`config.mk`:
```
export PLATFORM = sky130hd
export DESIGN_NAME = apb_cipher_bridge
export DESIGN_NICKNAME = d
export VERILOG_FILES = /design/src/rtl/apb_cipher_bridge.sv
export SDC_FILE = /design/constraint.sdc
export NUM_CORES = 1
export LEC_CHECK = 0
export CORE_UTILIZATION = 40
export CTS_BUF_LIST = sky130_fd_sc_hd__clkbuf_4 sky130_fd_sc_hd__clkbuf_8
export CTS_CLUSTER_SIZE = 10
export DETAILED_ROUTE_END_ITERATION = 16
export DONT_BUFFER_PORTS = 1
export GPL_TIMING_DRIVEN = 0
export PLACE_DENSITY = 0.65
export SETUP_SLACK_MARGIN = 0.15
export SLEW_MARGIN = 30
export SYNTH_ARGS = -nofsm -noshare
export SYNTH_HDL_FRONTEND = slang
export SYNTH_SLANG_ARGS = --single-unit
export TNS_END_PERCENT = 30
```
`constraint.sdc`:
```
create_clock -name PCLK -period 4.4 [get_ports PCLK]
set_clock_uncertainty 0.2 [all_clocks]
set_input_delay 0.44 -clock PCLK [delete_from_list [all_inputs] [get_ports PCLK]]
set_output_delay 0.44 -clock PCLK [all_outputs]
set_load 0.005 [all_outputs]
```
`src/rtl/apb_cipher_bridge.sv`:
```
// APB front end for a block cipher engine: packs 32-bit writes into blocks, issues them under
// output-FIFO credit, and unpacks results for reading. Optional interrupt logic: APB_BRIDGE_IRQ_EN.
module apb_cipher_bridge #(
  parameter int unsigned BLOCK_W   = 64,
  parameter int unsigned IN_DEPTH  = 4,
  parameter int unsigned OUT_DEPTH = 4,
  parameter int unsigned MODE_W    = 3
) (
  input  logic                PCLK,
  input  logic                PRESET,
  input  logic [2:0]          PADDR,
  input  logic                PSEL,
  input  logic                PENABLE,
  input  logic                PWRITE,
  input  logic [31:0]         PWDATA,
  output logic                PREADY,
  output logic [31:0]         PRDATA,
  output logic                PSLVERR,
  output logic                eng_in_valid,
  input  logic                eng_in_ready,
  output logic [BLOCK_W-1:0]  eng_in_data,
  output logic [MODE_W-1:0]   eng_in_mode,
  input  logic                eng_out_valid,
  input  logic [BLOCK_W-1:0]  eng_out_data
`ifdef APB_BRIDGE_IRQ_EN
  ,
  output logic                irq
`endif
);

  localparam int unsigned WORDS = BLOCK_W / 32;
  localparam int unsigned CW    = (WORDS > 1) ? $clog2(WORDS) : 1;
  localparam int unsigned IAW   = (IN_DEPTH > 1) ? $clog2(IN_DEPTH) : 1;
  localparam int unsigned OAW   = (OUT_DEPTH > 1) ? $clog2(OUT_DEPTH) : 1;
  localparam int unsigned LW    = 8;
  localparam int unsigned IEW   = BLOCK_W + MODE_W;

  localparam logic [2:0] A_DIN   = 3'd0;
  localparam logic [2:0] A_DOUT  = 3'd1;
  localparam logic [2:0] A_CTRL  = 3'd2;
  localparam logic [2:0] A_STAT  = 3'd3;
  localparam logic [2:0] A_IEN   = 3'd4;
  localparam logic [2:0] A_ISTAT = 3'd5;

  logic [IEW-1:0]     r_in_mem  [IN_DEPTH];
  logic [BLOCK_W-1:0] r_out_mem [OUT_DEPTH];
  logic [IAW-1:0]     r_in_wr, r_in_rd;
  logic [OAW-1:0]     r_out_wr, r_out_rd;
  logic [LW-1:0]      r_in_level, r_out_level, r_inflight;
  logic [CW-1:0]      r_pack_cnt, r_unpack_idx;
  logic [BLOCK_W-1:0] r_pack_buf;
  logic [MODE_W-1:0]  r_mode;
  logic               r_ovf, r_unf;

  logic               w_wr, w_rd, w_din_wr, w_dout_rd, w_ctrl_wr;
  logic               w_final, w_in_full, w_out_empty;
  logic               w_ovf_evt, w_unf_evt, w_in_push, w_out_pop;
  logic               w_clr_in, w_clr_out, w_clr_err;
  logic               w_issue, w_ret;
  logic [BLOCK_W-1:0] w_pack_next, w_out_head;
  logic [IEW-1:0]     w_in_head;
  logic [31:0]        w_out_word, w_rdata;

  assign w_wr      = PSEL && PENABLE && PWRITE;
  assign w_rd      = PSEL && PENABLE && !PWRITE;
  assign w_din_wr  = w_wr && (PADDR == A_DIN);
  assign w_dout_rd = w_rd && (PADDR == A_DOUT);
  assign w_ctrl_wr = w_wr && (PADDR == A_CTRL);
  assign w_clr_in  = w_ctrl_wr && PWDATA[8];
  assign w_clr_out = w_ctrl_wr && PWDATA[9];
  assign w_clr_err = w_ctrl_wr && PWDATA[10];

  assign w_final     = (r_pack_cnt == CW'(WORDS - 1));
  assign w_in_full   = (r_in_level == LW'(IN_DEPTH));
  assign w_out_empty = (r_out_level == '0);
  assign w_ovf_evt   = w_din_wr && w_final && w_in_full;
  assign w_in_push   = w_din_wr && w_final && !w_in_full;
  assign w_unf_evt   = w_dout_rd && w_out_empty;
  assign w_out_pop   = w_dout_rd && !w_out_empty && (r_unpack_idx == CW'(WORDS - 1));
  // Shift the new word in at the bottom so the first word ends up most significant
  assign w_pack_next = BLOCK_W'({r_pack_buf, PWDATA});

  // Issue only while the output FIFO can absorb every block already in flight
  assign w_in_head    = r_in_mem[r_in_rd];
  assign eng_in_valid = (r_in_level != '0) &&
                        (({1'b0, r_out_level} + {1'b0, r_inflight}) < (LW + 1)'(OUT_DEPTH));
  assign eng_in_data  = w_in_head[BLOCK_W-1:0];
  assign eng_in_mode  = w_in_head[IEW-1:BLOCK_W];
  assign w_issue      = eng_in_valid && eng_in_ready;
  assign w_ret        = eng_out_valid && (r_inflight != '0);

  assign w_out_head = r_out_mem[r_out_rd];
  always_comb begin
    w_out_word = '0;
    for (int i = 0; i < int'(WORDS); i++) begin
      if (r_unpack_idx == CW'(WORDS - 1 - i)) w_out_word = w_out_head[i*32 +: 32];
    end
  end

`ifdef APB_BRIDGE_IRQ_EN
  logic [1:0] r_irq_en, r_irq_stat;
  logic [1:0] w_irq_set;
  assign w_irq_set = {w_ovf_evt || w_unf_evt, w_ret && w_out_empty};
  assign irq       = |(r_irq_stat & r_irq_en);
`endif

  always_comb begin
    w_rdata = '0;
    case (PADDR)
      A_DOUT:  w_rdata = w_out_empty ? 32'd0 : w_out_word;
      A_CTRL:  w_rdata = 32'(r_mode);
      A_STAT:  w_rdata = {12'd0, r_unf, r_ovf, w_out_empty, w_in_full, r_out_level, r_in_level};
`ifdef APB_BRIDGE_IRQ_EN
      A_IEN:   w_rdata = 32'(r_irq_en);
      A_ISTAT: w_rdata = 32'(r_irq_stat);
`endif
      default: w_rdata = '0;
    endcase
  end

  assign PREADY  = 1'b1;
  assign PRDATA  = (w_rd && !PRESET) ? w_rdata : 32'd0;
  assign PSLVERR = !PRESET && (w_ovf_evt || w_unf_evt);

  // FIFO storage needs no reset; validity is tracked by the levels
  always_ff @(posedge PCLK) begin
    if (w_in_push) r_in_mem[r_in_wr]   <= {r_mode, w_pack_next};
    if (w_ret)     r_out_mem[r_out_wr] <= eng_out_data;
  end

  always_ff @(posedge PCLK or posedge PRESET) begin
    if (PRESET) begin
      r_in_wr <= '0; r_in_rd <= '0; r_out_wr <= '0; r_out_rd <= '0;
      r_in_level <= '0; r_out_level <= '0; r_inflight <= '0;
      r_pack_cnt <= '0; r_unpack_idx <= '0; r_pack_buf <= '0;
      r_mode <= '0; r_ovf <= 1'b0; r_unf <= 1'b0;
`ifdef APB_BRIDGE_IRQ_EN
      r_irq_en <= '0; r_irq_stat <= '0;
`endif
    end else begin
      if (w_clr_in) begin
        r_pack_cnt <= '0;
        r_pack_buf <= '0;
        r_in_rd    <= r_in_wr;
        r_in_level <= '0;
      end else begin
        if (w_din_wr && !w_ovf_evt) begin
          r_pack_buf <= w_pack_next;
          r_pack_cnt <= w_final ? '0 : r_pack_cnt + CW'(1);
        end
        if (w_in_push) r_in_wr <= (r_in_wr == IAW'(IN_DEPTH - 1)) ? '0 : r_in_wr + IAW'(1);
        if (w_issue)   r_in_rd <= (r_in_rd == IAW'(IN_DEPTH - 1)) ? '0 : r_in_rd + IAW'(1);
        if (w_in_push && !w_issue)      r_in_level <= r_in_level + LW'(1);
        else if (!w_in_push && w_issue) r_in_level <= r_in_level - LW'(1);
      end

      if (w_issue && !w_ret)      r_inflight <= r_inflight + LW'(1);
      else if (!w_issue && w_ret) r_inflight <= r_inflight - LW'(1);

      // A clear drops queued results but a result landing this cycle survives it
      if (w_ret) r_out_wr <= (r_out_wr == OAW'(OUT_DEPTH - 1)) ? '0 : r_out_wr + OAW'(1);
      if (w_clr_out) begin
        r_out_rd     <= r_out_wr;
        r_out_level  <= w_ret ? LW'(1) : '0;
        r_unpack_idx <= '0;
      end else begin
        if (w_out_pop) r_out_rd <= (r_out_rd == OAW'(OUT_DEPTH - 1)) ? '0 : r_out_rd + OAW'(1);
        if (w_ret && !w_out_pop)      r_out_level <= r_out_level + LW'(1);
        else if (!w_ret && w_out_pop) r_out_level <= r_out_level - LW'(1);
        if (w_dout_rd && !w_out_empty) r_unpack_idx <= w_out_pop ? '0 : r_unpack_idx + CW'(1);
      end

      if (w_ctrl_wr) r_mode <= PWDATA[MODE_W-1:0];
      if (w_clr_err) begin
        r_ovf <= 1'b0;
        r_unf <= 1'b0;
      end else begin
        if (w_ovf_evt) r_ovf <= 1'b1;
        if (w_unf_evt) r_unf <= 1'b1;
      end

`ifdef APB_BRIDGE_IRQ_EN
      if (w_wr && (PADDR == A_IEN)) r_irq_en <= PWDATA[1:0];
      if (w_wr && (PADDR == A_ISTAT)) r_irq_stat <= (r_irq_stat & ~PWDATA[1:0]) | w_irq_set;
      else                            r_irq_stat <= r_irq_stat | w_irq_set;
`endif
    end
  end

endmodule

```
## Word-level counts from Yosys, hierarchy flattened

Memory sizes are Yosys's and may differ from the RTL's.
Cells that the tools add are included.

| word-level totals | value |
|---|---|
| register bits | 71 |
| RAM bits | 524 |
| output and inout bits | 102 |
| memories | 2 |

Memories:

| name | depth | width | rd ports | clocked after memory_dff | write ports | line | source |
|---|---|---|---|---|---|---|---|
| r_in_mem | 4 | 67 | 1 | 0 | 1 | 45 | `logic [IEW-1:0] r_in_mem [IN_DEPTH];` |
| r_out_mem | 4 | 64 | 1 | 0 | 1 | 46 | `logic [BLOCK_W-1:0] r_out_mem [OUT_DEPTH];` |

| cells by class | value |
|---|---|
| add/subtract/negate cells | 13 |
| order comparisons | 1 |
| equality and inequality tests | 8 |
| muxes and demuxes | 37 |
| bitwise gates (word level) | 1 |
| reduce and logical (&&, ||, !) cells | 51 |

Operator list:

| cell | number |
|---|---|
| 32-bit two-way mux | 5 |
| 32-bit case mux with 3 select lines | 1 |
| 8-bit two-way mux | 8 |
| 1-bit logical AND | 27 |
| 8-bit by 1-bit adder with 8-bit output (second input constant) | 3 |
| 8-bit by 1-bit subtractor with 8-bit output (second input constant) | 3 |
| 2-bit two-way mux | 8 |
| 8-bit nonzero test | 2 |
| 1-bit two-way mux | 15 |
| 2-bit nonzero test | 7 |
| 8-bit by 8-bit adder with 9-bit output | 1 |
| 1-bit zero test | 9 |
| 9-bit by 3-bit < comparator with 1-bit output (second input constant) | 1 |
| 2-bit by 1-bit adder with 2-bit output (second input constant) | 4 |
| 2-bit == test (second input constant) | 4 |
| 8-bit by 3-bit == test with 1-bit output (second input constant) | 1 |
| 8-bit zero test | 1 |
| 3-bit by 2-bit == test with 1-bit output (second input constant) | 2 |
| 3-bit nonzero test | 2 |
| 3-bit by 1-bit == test with 1-bit output (second input constant) | 1 |
| 3-bit zero test | 1 |
| 1-bit adder (second input constant) | 2 |
| 2-bit AND reduction | 1 |
| 1-bit logical OR | 1 |
| 1-bit inverter | 1 |

## Depth between registers and ports, before layout

Gate-level depths: netlist of run 1.

| depth | value |
|---|---|
| depth in word-level cells | 10 |
| mapped depth | 17 |

## Worst setup path after synthesis of run 1

Ideal clock, no wire load.

| timing | value |
|---|---|
| kind | register -> register |
| start | register r_out_level[1] |
| end | register r_in_level[7] |
| arrival time | 4.045 ns |
| setup slack | 0.087 ns |
| cell stages (with the launch flop) | 16 |
| clock period less this slack | 4.313 ns |
| cell sequence | dfrtp_1 -> ha_1 -> a31oi_4 -> xnor2_1 -> a2111o_1 -> nor4_2 -> nand4_1 -> o21ai_0 -> ha_1 -> a21o_1 -> a21oi_1 -> o21ai_0 -> o41ai_1 -> nand3_1 -> mux2_2 -> nand3_1 |

| between the ends | value |
|---|---|
| longest elaborated chain between the ends | 8 |
| elaborated cells on any way between the ends | 10 |
| classes of those cells | add/sub: 1; order compare: 1; mux: 2; reduce/logical: 6 |

Ends and longest elaborated chain:

| what | line | source |
|---|---|---|
| start: declaration | 49 | `logic [LW-1:0] r_in_level, r_out_level, r_inflight;` |
| start signal: assignment | 164 | `r_out_level <= w_ret ? LW'(1) : '0;` |
| start signal: assignment | 168 | `if (w_ret && !w_out_pop) r_out_level <= r_out_level + LW'(1);` |
| start signal: assignment | 169 | `else if (!w_ret && w_out_pop) r_out_level <= r_out_level - LW'(1);` |
| 8-bit by 8-bit adder with 9-bit output * | 86 | `(({1'b0, r_out_level} + {1'b0, r_inflight}) < (LW + 1)'(OUT_DEPTH));` |
| 9-bit by 3-bit < comparator with 1-bit output * | 86 |  |
| 1-bit logical AND * | 85 | `assign eng_in_valid = (r_in_level != '0) &&` |
| 1-bit logical AND * | 89 | `assign w_issue = eng_in_valid && eng_in_ready;` |
| 1-bit zero test | 153 | `if (w_in_push && !w_issue) r_in_level <= r_in_level + LW'(1);` |
| 1-bit logical AND | 153 |  |
| 8-bit two-way mux | 153 |  |
| 8-bit two-way mux | 141 | `if (w_clr_in) begin` |
| end signal: assignment | 153 |  |
| end signal: assignment | 154 | `else if (!w_in_push && w_issue) r_in_level <= r_in_level - LW'(1);` |
| end: declaration | 49 |  |

Every way passes the cells marked *; elsewhere a longest branch is shown, timed or not.
A chain may end at the register's enable or synchronous reset.

## Final worst setup path of run 1

| timing | value |
|---|---|
| start | register r_out_level[5] |
| end | register r_in_level[6] |

Same word-level chain as after synthesis.

==> flow_summary.yaml, run 1 <==
outcome:
  status: "finished, final reports clean"
sta:
  rsz0062_at_grt: "yes"
  hold_viol: 0
  fin_crit_sh: 0.9434
  worst_slew_pin_slew_ps: 987.5
  setup_viol: 0
  period_needed_ps: 4151
  relSlewSlack: 0.3392
  timing.fmax_mhz: 240.9
  drv_slew: 0
  hold_ws_ps: 38.28
critical_path:
  r2r_setup_slack_ps: 250
  rr_startpoint: "r_out_level[5]"
  critPathRequiredTime_ps: 4770
  crit_type: "reg2reg"
  r2r_end: "r_in_level[6]"
  rr_worst_depth: 18
  critPathLaunchType: "register"
  critPathMaxFanout: 4
  crit_arrival_ps: 4520
  crit_path_end_kind: "register"
floorplan:
  die_h_um: 246.5
  num_rows: 89
  dieArea_um2: 60750
  pin_count: 208
  core_um2: 59020
  initial_core_util: 0.4051
  fp.dieW_um: 246.5
pwr:
  p_seq_frac: 0.431
  peakVddDrop_mv: 0.4080
  powerDensity_nw_per_um2: 591.9
  p_leak_nw: 9.672
  internal-power_mw: 11.94
  p_switching_mw: 5.014
  p_sw_frac: 0.2957
  clkPwrFrac: 0.299
  comb_power_share: 0.270
route:
  antenna_left: 0
  drt_pass1_iterations: 5
  viasPerCell: 5.268
  drc_errors: 0
  routed_wl_um: 52170
  drt_iter0_drc: 766
  vias: 12400
  wire_per_inst_um: 22.16
placement:
  placed_area_um2: 25230
  dp_hpwl_um: 33280
  gp_congestion: 0.7907
  io_buffer_count: 0
global_routing:
  grt_pass1_wl_um: 78220
  grt_pass1_vias: 13018
  gr-usage-all-layers: 0.1725
  top_usage_layer: "met2"
  use_met1: 0.2221
  overflow: 0
  met2_usage: 0.2799
  grt_max_degree: 40
  antenna_found_initial: 2
  use_met3: 0.04619
yosys:
  synth_seq_area_share: 0.7324
  synth_edf_count: 524
  synth_top_area_frac: 0.6581
  synth_cell_types: 61
  yosysTopAreaCell: "edfxtp_1"
  synth_warnings: 0
  synth_area_um2: 23910
  synth_area_leaders: "edfxtp_1, mux4_2, dfrtp_1, ha_1, nand2_1"
  syn-num-nets: 1408
  avgSynthCellArea_um2: 18.93
  async_reset_ff_frac: 0.1193
  synthFlopType: "edfxtp_1"
  ys_seq_elements: 595
  syn_inst: 1263
clocking:
  numCtsBuffers: 97
  clkLatencyLatePin_ps: 710
  clockBufferDepth: 3
  clock_sinks: 595
  ctsRootBufferMaster: "clkbuf_8"
  htreeDepth: 3
  path_clk_slew_ps: 60
  cts_tree: "done"
worst_hold_path:
  hold_end: "r_out_mem[1][33]"
  min_from: "eng_out_valid"
  hp-class: "in2reg"
  worstHoldPathCells: 1
cells_and_area:
  fin_area_um2: 28650
  area_delta_synth_final_pct: 19.81
  drive_above_1_share: 0.2671
  final_util: 0.4854
  final_nets: 1645
run:
  max_cap_viol_count: 0
## registers in the layout (all words and copies together) (netlist names)
name and cells:
r_in_level 8, r_in_rd 2, r_pack_buf 32, r_pack_cnt 1, r_in_mem 268, r_in_wr 2
r_mode 3, r_unf 1, r_out_rd 2, r_out_wr 2, r_out_level 8, r_out_mem 256
r_unpack_idx 1, r_inflight 8, r_ovf 1
## area by class of cell
class	instances	area [µm²]
fill	4883	30370
sequential	595	17520
multi-input combinational	582	6198
clock buffer	136	1665
timing repair buffer	138	1496
tap	773	967.2
clock inverter	43	421.7
buffer	59	261.5
inverter	27	111.4
antenna	1	2.502
## cells by family (layout without fill, tap and decap cells)
logic type	count (synthesis)	count (layout)	synth area share
simple gates	215	215	0.04035
other cells	1	2	0.0001568
fa+ha+maj	39	39	0.02135
buf+inv	86	403	0.01481
xor+xnor	23	23	0.009524
compound gates	119	119	0.03381
mux	185	185	0.1476
flops	595	595	0.7324
## metal layers
| layer | part of all wire | vias to the layer above |
|---|---|---|
| li1 | - | 5528 |
| met5 | 0.0017 | - |
| met4 | 0.021 | 2 |
| met3 | 0.077 | 86 |
| met1 | 0.41 | 6406 |
| met2 | 0.49 | 378 |
## Yosys cell counts, types with 5 or more instances
master,count
mux2i_1,27
nor4_1,6
buf_1,13
o32ai_2,6
mux4_2,131
o21ai_0,51
mux2_2,26
or3_1,6
xnor2_1,11
dfrtp_1,71
nor3_1,9
buf_2,8
xor2_1,10
a21oi_1,17
ha_1,36
inv_1,27
nand3_1,7
and3_1,5
a21o_1,6
nor2_1,67
clkbuf_1,35
a22oi_1,16
and2_1,9
edfxtp_1,524
nand2_1,88
## worst max path at each step
| stage | start | endpoint | cells after the start |
|---|---|---|---|
| floorplan | r_out_level[1] | r_in_level[7] | 15 |
| global placement | PADDR[0] | r_in_mem[0][20] | 6 |
| detailed placement | r_out_level[1] | r_in_level[7] | 15 |
| CTS | r_out_level[1] | r_inflight[7] | 17 |
| global route | r_inflight[5] | r_inflight[7] | 17 |
| finish | r_out_level[5] | r_in_level[6] | 18 |
## cells in the final DEF (no fill, tap or decap), types with 5 or more instances in the layout
cell type	synthesis	final
nor3_1	9	6
and2_1	9	5
o32ai_2	6	6
mux2i_1	27	27
clkbuf_4	0	33
ha_1	36	31
clkbuf_8	1	104
dfrtp_2	0	7
or3_1	6	6
nor4_1	6	6
buf_4	1	23
a21oi_1	17	14
clkbuf_1	35	35
buf_1	13	6
mux2_2	26	26
bufinv_16	0	6
nand2_1	88	88
inv_1	27	25
o21ai_0	51	49
buf_12	0	10
clkinv_2	0	12
buf_2	8	11
nor2_1	67	67
edfxtp_1	524	524
nand3_1	7	7
mux4_2	131	131
dfrtp_1	71	64
xnor2_1	11	11
a22oi_1	16	16
xor2_1	10	10
clkinv_1	0	18
a21o_1	6	6
dlygate4sd3_1	0	102
## power by group through the flow
stage / Combinational [mW] / Sequential [mW] / Clock [mW]
after floorplan: 3.20 / 7.29 / 0
after global placement: 4.11 / 7.44 / 0
after detailed placement: 4.27 / 7.42 / 0
after CTS: 4.57 / 7.30 / 5.19
after global routing: 5.00 / 7.36 / 5.43
final: 4.58 / 7.30 / 5.07
## worst max-delay path, cell delays in order (launching register included)
cell and delay (ps):
dfrtp_2 450, ha_4 300, nor2_1 40, mux2_2 250, a2111o_1 400, nor4_2 300, nand4_1 200, buf_4 180
buf_4 130, o21ai_4 160, buf_4 140, ha_1 250, nor2b_1 140, o21ai_0 140, nand2b_1 110, a21o_1 190
a21oi_1 180, xor2_1 190, o32ai_2 90
## timing repair
action                                 in CTS  in global routing
endpoints found under the hold margin     506                  0
setup buffers                              11                 11
setup endpoints to repair                   6                  6
hold buffers                              102                  0
gates resized for setup                    19                  8
pin swaps                                   7                 14
## per-stage QoR
stage	setup TNS (ps)	setup slack, ps	std cells	total power, mW
after global placement	-333950	-1264	2036	11.55
after detailed placement	-834.0	-567.7	2050	11.69
after floorplan	0	266.5	1263	10.49
final	0	248.9	2354	16.95
after global routing	-2.968	-2.968	2354	17.80
after CTS	0	152.2	2342	17.05
(Power assumes the default switching activity.)
==> inputs of run 2 (changes only) <==
==> constraint.sdc (replaced) <==
create_clock -name PCLK -period 4.4 [get_ports PCLK]
set_clock_uncertainty 0.2 [all_clocks]
set_input_delay 0.88 -clock PCLK [delete_from_list [all_inputs] [get_ports PCLK]]
set_output_delay 0.88 -clock PCLK [all_outputs]
set_load 0.005 [all_outputs]
==> flow_summary.yaml, run 2 (synthesis gave the netlist of run 1 again) <==
outcome:
  status: "finished, final reports clean"
sta:
  hold_viol: 0
  fin_crit_sh: 0.9534
  setup_viol: 0
  timing.fmax_mhz: 238.4
  period_needed_ps: 4195
  worst_slew_pin_slew_ps: 1028
  drv_slew: 0
  rsz0062_at_grt: "yes"
  timing.final.ws_setup_ps: 204.8
  relSlewSlack: 0.3122
cells_and_area:
  final_util: 0.4690
  largest_register_ffs: 268
  seqCellArea_um2: 17520
  drive_above_1_share: 0.2925
  top_register: "r_in_mem"
  antennaDiodeCount: 0
  final_cell_mix: "edfxtp_1, mux4_2, clkbuf_8"
  final_nets: 1542
  multiInputGateArea_um2: 6218
  area_delta_synth_final_pct: 15.77
  top_regs: "r_in_mem: 268 flops, r_out_mem: 256 flops, r_pack_buf: 32 flops"
  fillers: 4954
  layout_commonest_cell: "edfxtp_1"
pwr:
  p_seq_frac: 0.433
  p_sw_frac: 0.2937
  clkPwrFrac: 0.300
  peakVddDrop_mv: 0.4554
  powerDensity_nw_per_um2: 609.0
  p_switching_mw: 4.952
  internal-power_mw: 11.91
  comb_power_share: 0.267
  p_leak_nw: 9.269
clocking:
  clock_sinks: 595
  clockBufferDepth: 3
  ctsRootBufferMaster: "clkbuf_8"
  cts_tree: "done"
  clkLatencyLatePin_ps: 700
  path_clk_slew_ps: 60
  numCtsBuffers: 97
  htreeDepth: 3
critical_path:
  crit_arrival_ps: 3120
  crit_type: "reg2out"
  rr_startpoint: "r_out_level[5]"
  critPathMaxFanout: 4
  critPathLaunchType: "register"
  crit_path_end_kind: "primary output"
  r2r_end: "r_inflight[6]"
  r2r_setup_slack_ps: 240
  critPathRequiredTime_ps: 3320
  rr_worst_depth: 17
floorplan:
  fp.dieW_um: 246.5
  die_h_um: 246.5
  num_rows: 89
  initial_core_util: 0.4051
  core_um2: 59020
  pin_count: 208
  dieArea_um2: 60750
worst_hold_path:
  hold_end: "r_in_mem[1][5]"
  worstHoldPathCells: 0
  min_from: "PWDATA[5]"
  hp-class: "in2reg"
route:
  drt_iter0_drc: 604
  antenna_left: 0
  routed_wl_um: 51480
  drt_pass1_iterations: 5
  vias: 12062
  drc_errors: 0
  wire_per_inst_um: 22.88
  viasPerCell: 5.361
placement:
  place_ws_ps: -567.7
  dp_hpwl_um: 33280
  io_buffer_count: 0
  gp_congestion: 0.7907
global_routing:
  grt_pass1_wl_um: 76560
  grt_pass1_vias: 12569
  gr-usage-all-layers: 0.1697
  grt_max_degree: 40
  antenna_found_initial: 0
  overflow: 0
run:
  max_cap_viol_count: 0
## run 2: repair_timing
| item | CTS | global route |
|---|---|---|
| hold endpoints to repair | 35 | 0 |
| hold buffers | 1 | 0 |
| buffers inserted | 11 | 10 |
| endpoints found under the setup margin | 45 | 38 |
| gates resized for setup | 26 | 30 |
| pin swaps | 7 | 14 |
## run 2: worst max path at each step
| stage | start | end | slack, ps | depth (start not counted) |
|---|---|---|---|---|
| 2_1_floorplan | PADDR[0] | r_in_mem[3][0] | 230 | 6 |
| 3_3_place_gp | PADDR[0] | r_in_mem[0][20] | -1700 | 6 |
| 3_5_place_dp | r_out_level[1] | r_in_level[7] | -570 | 15 |
| 4_1_cts | r_out_rd[1] | PRDATA[18] | 20 | 6 |
| 5_1_grt | r_inflight[5] | r_inflight[7] | -10 | 17 |
| 6_report | r_out_level[5] | eng_in_valid | 200 | 10 |
## run 2: stage by stage
stage	area, µm²	hold WS [ps]	instances	TNS [ps]	total power [mW]
after floorplan	23910	272.3	1263	0	10.49
after global placement	24880	284.3	2036	-452470	11.55
after detailed placement	25230	299.7	2050	-1397	11.69
after CTS	27530	1.242	2240	0	16.94
after global routing	27680	17.12	2250	-11.42	17.70
final	27680	72.47	2250	0	16.86
## run 2: final cells by class
| class | count | share of cell area |
|---|---|---|
| buffer | 58 | 0.01035 |
| clock buffer | 136 | 0.06016 |
| clock inverter | 43 | 0.01523 |
| inverter | 27 | 0.004294 |
| multi-input combinational | 582 | 0.2247 |
| sequential | 595 | 0.6330 |
| tap | 773 | 0.03494 |
| timing repair buffer | 36 | 0.01740 |
## run 2: critical path, stage by stage (launching register included)
cell	delay, ps
dfrtp_2	450
ha_4	300
nor2_2	40
mux2_4	250
a2111o_1	410
nor4_2	300
nand4_1	210
buf_4	190
buf_4	120
buf_6	120
inv_8	60
## run 2: layer usage
metal	vias up	global-route usage	routed length, µm
met5	-	0.01062	0
met4	0	0.05882	1153
met3	86	0.05599	4543
met2	383	0.2752	25280
met1	6275	0.2118	20500
li1	5318	-	-
## run 2: power groups by stage
stage                     Combinational, mW  Sequential [mW]  Clock [mW]
after floorplan                        3.20             7.29           0
after global placement                 4.11             7.44           0
after detailed placement               4.27             7.42           0
after CTS                              4.44             7.31        5.19
after global routing                   4.90             7.37        5.43
final                                  4.50             7.31        5.05
==> inputs of run 3 (changes only) <==
--- a/config.mk
+++ b/config.mk
@@ -11,6 +11,7 @@
 export DETAILED_ROUTE_END_ITERATION = 16
 export DONT_BUFFER_PORTS = 1
 export GPL_TIMING_DRIVEN = 0
+export HOLD_SLACK_MARGIN = 0.02
 export PLACE_DENSITY = 0.65
 export SETUP_SLACK_MARGIN = 0.15
 export SLEW_MARGIN = 30
==> flow_summary.yaml, run 3 (synthesis gave the netlist of run 1 again) <==
sta:
  period_needed_ps: 4197
  fin_crit_sh: 0.9539
  rsz0062_at_grt: "yes"
  fin_setup_tns_ps: 0
  relSlewSlack: 0.3431
  worst_slew_pin_slew_ps: 981.8
  drv_slew: 0
  setup_viol: 0
  timing.final.ws_setup_ps: 203.0
  timing.fmax_mhz: 238.3
  hold_viol: 0
critical_path:
  critPathLaunchType: "register"
  crit_path_end_kind: "primary output"
  critPathRequiredTime_ps: 3320
  crit_start: "r_inflight[5]"
  critPathMaxFanout: 4
  rr_startpoint: "r_inflight[5]"
  crit_type: "reg2out"
  crit_arrival_ps: 3120
  rr_worst_depth: 17
route:
  drc_errors: 0
  drt_iter0_drc: 727
  antenna_left: 0
  viasPerCell: 5.350
  vias: 12155
  wire_per_inst_um: 22.92
  drt_pass1_iterations: 5
  routed_wl_um: 52080
floorplan:
  num_rows: 89
  dieArea_um2: 60750
  fp.dieW_um: 246.5
  die_h_um: 246.5
  core_um2: 59020
  pin_count: 208
  initial_core_util: 0.4051
cells_and_area:
  final_nets: 1564
  largest_register_ffs: 268
  drive_above_1_share: 0.2882
  antennaDiodeCount: 0
  fin_area_um2: 27900
  top_register: "r_in_mem"
  layout_commonest_cell: "edfxtp_1"
  top_regs: "r_in_mem: 268 flops, r_out_mem: 256 flops, r_pack_buf: 32 flops"
  final_cells: 2272
  area_delta_synth_final_pct: 16.69
  final_cell_mix: "edfxtp_1, mux4_2, clkbuf_8"
  fillers: 4938
placement:
  dp_hpwl_um: 33280
  io_buffer_count: 0
  place_ws_ps: -567.7
  gp_congestion: 0.7907
  dp.cells: 2050
  placed_area_um2: 25230
global_routing:
  gr-usage-all-layers: 0.1718
  grt_pass1_wl_um: 77420
  use_met1: 0.2184
  grt_max_degree: 40
  top_usage_layer: "met2"
  met2_usage: 0.2778
  overflow: 0
  antenna_found_initial: 0
  use_met3: 0.05261
  grt_pass1_vias: 12671
pwr:
  p_leak_nw: 9.361
  peakVddDrop_mv: 0.4544
  powerDensity_nw_per_um2: 605.1
clocking:
  htreeDepth: 3
  clkLatencyLatePin_ps: 700
  path_clk_slew_ps: 60
  clockBufferDepth: 3
  numCtsBuffers: 97
  cts_tree: "done"
  clock_sinks: 595
  ctsRootBufferMaster: "clkbuf_8"
worst_hold_path:
  worstHoldPathCells: 0
  hp-class: "in2reg"
  min_from: "eng_out_data[33]"
run:
  max_cap_viol_count: 0
outcome:
  status: "finished, final reports clean"
-- run 3: repair_timing --
action | in CTS | in global routing
pin swaps | 7 | 14
setup buffers | 11 | 10
gates resized for setup | 26 | 30
endpoints found under the hold margin | 118 | 0
hold buffers | 23 | 0
endpoints found under the setup margin | 45 | 38
-- run 3: cell type report --
type	instances	area (µm²)	area share
Timing Repair Buffer	58	701.9	0.02516
Multi-Input combinational cell	582	6218	0.2229
Tap cell	773	967.2	0.03467
Inverter	27	118.9	0.004260
Clock buffer	136	1665	0.05969
Buffer	58	286.5	0.01027
Sequential cell	595	17520	0.6280
Clock inverter	43	421.7	0.01511
-- run 3: metrics by stage --
stage / power [mW] / util / hold WS (ps)
2_1_floorplan: 10.49 / - / 272.3
3_3_place_gp: 11.55 / 0.4215 / 284.3
3_5_place_dp: 11.69 / 0.4276 / 299.7
4_1_cts: 16.96 / 0.4702 / 20.32
5_1_grt: 17.73 / 0.4727 / 42.31
6_report: 16.88 / 0.4727 / 83.74
-- run 3: metal layers --
| layer | wire length (µm) | vias to the layer above |
|---|---|---|
| met5 | 0 | - |
| met4 | 1162 | 0 |
| met3 | 4603 | 86 |
| met2 | 25570 | 409 |
| met1 | 20740 | 6299 |
| li1 | - | 5361 |
-- run 3: power breakdown --
group	internal (mW)	switching, mW
combinational	2.16	2.36
sequential	6.93	0.381
clock	2.84	2.22
total	11.9	4.96
-- run 3: final timing paths --
kind	slack, ps	end
max in group asynchronous	2910	r_pack_buf[29]
min in group asynchronous	510	r_ovf
setup reg to reg	240	r_inflight[6]
hold / removal	80	r_out_mem[3][33]
setup / recovery	200	eng_in_valid
hold reg to reg	310	r_inflight[7]
-- run 3: critical path, cell delays in order, from the launching register on --
cell and delay (ps):
dfrtp_2 450, ha_4 300, nor2_2 40, mux2_4 250, a2111o_1 410, nor4_2 300, nand4_1 210, buf_4 190
buf_4 120, buf_6 120, inv_8 60
